File: config.mk
export PLATFORM = sky130hd
export DESIGN_NAME = correlation_cell
export DESIGN_NICKNAME = d
export VERILOG_FILES = /design/src/rtl/correlation_cell.sv
export SDC_FILE = /design/constraint.sdc
export NUM_CORES = 2
export LEC_CHECK = 0
export ABC_AREA = 1
export CAP_MARGIN = 40
export CORE_MARGIN = 5
export CORE_UTILIZATION = 55
export DETAILED_ROUTE_END_ITERATION = 8
export DONT_BUFFER_PORTS = 1
export GPL_TIMING_DRIVEN = 0
export PLACE_DENSITY = 0.69
export SETUP_SLACK_MARGIN = 0.15
export SLEW_MARGIN = 5
export SYNTH_ARGS = -nofsm -noshare
export SYNTH_HDL_FRONTEND = slang
export SYNTH_SLANG_ARGS = --single-unit
File: constraint.sdc
create_clock -name CLK -period 6.1 [get_ports CLK]
set_input_delay 1.22 -clock CLK [delete_from_list [all_inputs] [get_ports CLK]]
set_output_delay 1.22 -clock CLK [all_outputs]
set_load 0.1 [all_outputs]
File: src/rtl/correlation_cell.sv
// One processing element of the systolic template-matching correlator: registers I*I,
// every T[k]*I and a copy of I for the next cell, all with the same single-cycle latency.
module correlation_cell #(
  parameter int PIXEL_SIZE    = 8,
  parameter int NUM_TEMPLATES = 10
) (
  input  logic                      CLK,
  input  logic                      RST,
  input  logic [PIXEL_SIZE-1:0]     I,
  input  logic [PIXEL_SIZE-1:0]     T [NUM_TEMPLATES],
  output logic [PIXEL_SIZE-1:0]     I_out,
  output logic [2*PIXEL_SIZE-1:0]   I_square_out,
  output logic [2*PIXEL_SIZE-1:0]   T_x_I_out [NUM_TEMPLATES]
);

  localparam int PROD_W = 2 * PIXEL_SIZE;

  // Operands are zero-extended so the product is full precision and unsigned.
  function automatic logic [PROD_W-1:0] umul(input logic [PIXEL_SIZE-1:0] a,
                                             input logic [PIXEL_SIZE-1:0] b);
    logic [PROD_W-1:0] a_ext;
    logic [PROD_W-1:0] b_ext;
    a_ext = {{PIXEL_SIZE{1'b0}}, a};
    b_ext = {{PIXEL_SIZE{1'b0}}, b};
    return a_ext * b_ext;
  endfunction

  logic [PROD_W-1:0] square_p0;
  logic [PROD_W-1:0] prod_p0 [NUM_TEMPLATES];

  // Stage 0: one dedicated multiplier per template lane plus the squarer.
  assign square_p0 = umul(I, I);

  for (genvar k = 0; k < NUM_TEMPLATES; k++) begin : g_lane
    assign prod_p0[k] = umul(T[k], I);
  end

  // Stage 1: output registers; reset clears the whole result set.
  always_ff @(posedge CLK) begin
    if (RST) begin
      I_out        <= '0;
      I_square_out <= '0;
      for (int k = 0; k < NUM_TEMPLATES; k++) begin
        T_x_I_out[k] <= '0;
      end
    end else begin
      I_out        <= I;
      I_square_out <= square_p0;
      for (int k = 0; k < NUM_TEMPLATES; k++) begin
        T_x_I_out[k] <= prod_p0[k];
      end
    end
  end

endmodule

; ---- Word level (Yosys, flattened, before mapping)
; Cells that the tools add are included.
[totals]
in_bits = 90
register_bits = 184
[classes]
mul = 11
[ops]
columns = operator, count
row1 = $mul A8 B8 Y16, 11

; ---- Depth between registers and ports, before layout
[logic_depth]
ltp_word = 1
mapped_depth = 23
mapped_depth_nobuf = 20

; ---- Least setup slack after synthesis
; Ideal clock, no wire load.
[synth_timing]
path_type = in2reg
from = input port I[2]
to = register T_x_I_out[155] (netlist bit)
cell_stages = 20
n_path_buf = 3
t_arrival_ns = 4.730
path_slack_ns = 1.258
path_cell_list = buf_2 -> buf_2 -> buf_2 -> nand2_1 -> fa_1 -> fa_1 -> inv_1 -> fa_1 -> inv_1 -> fa_1 -> inv_1 -> ha_1 -> nand2_1 -> inv_1 -> nand2_1 -> inv_1 -> a21oi_1 -> nand2_1 -> nand2_1 -> nor2_1
[synth_via]
elab_chain_cells = 1
[synth_rtl]
columns = element, line
row1 = "start, declared", 9  ; input logic [PIXEL_SIZE-1:0] I,
row2 = $mul A8 B8 Y16, 25  ; return a_ext * b_ext;
row3 = "end signal, assigned by index", 50  ; T_x_I_out[k] <= prod_p0[k];
row4 = "end, declared", 13  ; output logic [2*PIXEL_SIZE-1:0] T_x_I_out [NUM_TEMPLATES]
; Every way passes these cells.
; A chain may end at the register's enable or synchronous reset.

; ---- Worst setup path after layout
[layout_timing]
from = input port I[6]
to = register T_x_I_out[12] (netlist bit)
; The elaborated chain is that of the path after synthesis.

==> results.cfg <==
[finish]
drive_above_1_share = 0.0883
n_fill_cell = 5071
layout.cells.non_filler = 5558
fin_nets = 5652
area_delta_synth_final_pct = 16.3

[clock_tree]
clockBufferDepth = 2
cts_tree = built
cts_root_buffer = clkbuf_16
cts_buffers = 17
clk_pin_slew_ns = 0.07
ctsHoldBuffers = 0
htreeDepth = 4
cts_sinks = 182
ctsResizeCount = 0
post_cts_buffers = 0

[synthesis]
synth.most_common_cell = inv_1
synth_top_family_by_area = adder cells
synth_compound_area_frac = 0.0236
synth_seq_cells = 182
yosysWarnings = 0
synth_common_cells = 1458 x inv_1, 1332 x nand2_1, 390 x ha_1, 385 x fa_1, 282 x nor2_1
syn_avg_cell_area_sq_um = 6.71
async_flop_share = 0
synth-edff-count = 0
synthMuxAreaShare = 0
syn_area_sq_mm = 0.0306
synthAdderAreaFrac = 0.411
synth.net_count = 5432
ys.flop_type = dfxtp_1
synth.largest_area_cell = fa_1
synth_cells = 4567
synth_area_leaders = fa_1 25%, inv_1 18%, nand2_1 16%, ha_1 16%, dfxtp_1 12%
synthSimpleGateAreaFrac = 0.231
ys_seq_area_frac = 0.119
synth-xor-area-share = 0.00715
synth_top_cell_area_share = 0.252
synth_cell_type_count = 30

[route]
met1Wirelength_um = 36400
route.met2.wl_um = 41100
dr.max_layer_used = met5
drt_iter0_markers = 1922
wl_met3_um = 9000
drc = 0
drt_first_pass_iters = 6
via_count = 27100
wl_um = 91300
viasPerCell = 4.88
ant_nets = 0
wl_per_cell_um = 16.4

[floorplanning]
start_util = 0.556
dieArea_sq_mm = 0.0605
rows = 86
dieWidth_um = 246
io_pins = 274
die_h_um = 246
core-area_sq_mm = 0.0551

[global_route]
antenna_found_initial = 17
overflow = 0
grt_util_all_layers = 0.307
grt_max_degree = 18
grt_pass1_vias = 26700
grt_pass1_wl_um = 144000

[power_and_ir_drop]
p_leak_nw = 23.6
p_total_mw = 13.5
power_density_mw_per_mm2 = 379
peakVddDrop_v = 0.000421

[sta]
slew_headroom = 0.354
tns_ns = 0
rsz0062_at_grt = false
drv_slew = 0
tightest_slew_ns = 0.970
finalCritPeriodShare = 0.856
holdWs_ns = 1.04
period_needed_ns = 5.22
fmax_ghz = 0.192
hold_viol = 0
finalSetupViolCount = 0

[setup_path]
endpoint_kind = flip-flop
critPathMaxFanout = 10
worstSetupPathType = input port to flip-flop
cp-startpoint = I[6]
arrival_ns = 5.63
required_ns = 6.51
crit_path_start_kind = input port

[min_path]
hold_class = input port to flip-flop
holdPathStages = 3
hold_end = T_x_I_out[112]
worstHoldStart = T[56]

[place]
portBuffers = 0
dp_cells = 5515
gp_congestion = 0.928
hpwl_um = 74300

[job]
cap_violations = 0

[run_status]
status = completed
worst max-delay path: stages:
cell and delay (ns):
buf_2 0.19, buf_2 0.37, buf_2 0.52, nand2_1 0.16
fa_1 0.43, inv_1 0.10, fa_1 0.43, fa_1 0.49
inv_1 0.05, fa_1 0.47, inv_1 0.04, ha_1 0.39
nand2_1 0.14, nor2_1 0.18, nand3_1 0.12, nand3_1 0.14
nand2_1 0.06, nand2_1 0.06, nor2_1 0.05
power breakdown:
group	internal (mW)	leakage (nW)	switching, mW
clock	0.667	0.300	0.559
sequential	1.56	1.51	0.286
combinational	3.43	21.8	6.98
total	5.66	23.6	7.82
flip-flops by register name, indices dropped and copies added (netlist names):
register	flops
I_out	8
I_square_out	14
T_x_I_out	160
placed cells by master, fill, tap and decap left out, types with 12 or more instances in the layout:
cell       instances
nor2_1           282
buf_6             12
fa_1             385
inv_1           1458
nand2_1         1332
clkbuf_2          24
buf_16            34
dfxtp_1          182
o21ai_0           21
clkbuf_1          52
nand3_1          100
nand2_2           12
xnor2_1           14
buf_2            103
buf_8            155
a21oi_1           99
ha_1             390
clkbuf_16         17
nor2_2            25
nand4_1           25
worst max-delay path by stage:
stage                           endpoint
after floorplan           T_x_I_out[155]
after global placement    T_x_I_out[106]
after detailed placement   T_x_I_out[44]
after CTS                  T_x_I_out[44]
after global routing      T_x_I_out[108]
final                      T_x_I_out[12]
cell families (layout without fill, tap and decap cells):
logic type	after synthesis	in the layout
AO/OA/AOI/OAI	137	137
AND/OR/NAND/NOR	1792	1792
adder cells (fa/ha/maj)	775	775
XOR/XNOR	25	25
buffers and inverters	1655	1888
flip-flops	182	182
other	1	11
area by class of cell:
cell class | count | area [sq um] | share of cell area
flip-flops and latches | 182 | 3640 | 0.102
plain buffers | 182 | 853 | 0.0240
clock buffers | 19 | 443 | 0.0124
well taps | 748 | 936 | 0.0263
repair buffers | 201 | 3400 | 0.0954
diodes | 10 | 25.0 | 0.000702
multi-input cells | 2730 | 20600 | 0.579
clock inverters | 13 | 180 | 0.00506
inverters | 1473 | 5530 | 0.155
metrics by stage:
stage / cell area, sq um / setup WS (ns) / util
6_report: 35600 / 0.879 / 0.647
5_1_grt: 35600 / 0.609 / 0.646
4_1_cts: 35600 / 0.985 / 0.646
3_5_place_dp: 35000 / 0.435 / 0.635
3_3_place_gp: 31600 / 0.373 / 0.573
2_1_floorplan: 30600 / 1.26 / -
routing by layer:
layer | up-vias | track usage
met4 | 18 | 0.138
met3 | 254 | 0.0816
met1 | 12600 | 0.392
li1 | 13300 | -
met2 | 1013 | 0.491
met5 | - | 0
Power figures use the tool's default switching activity.
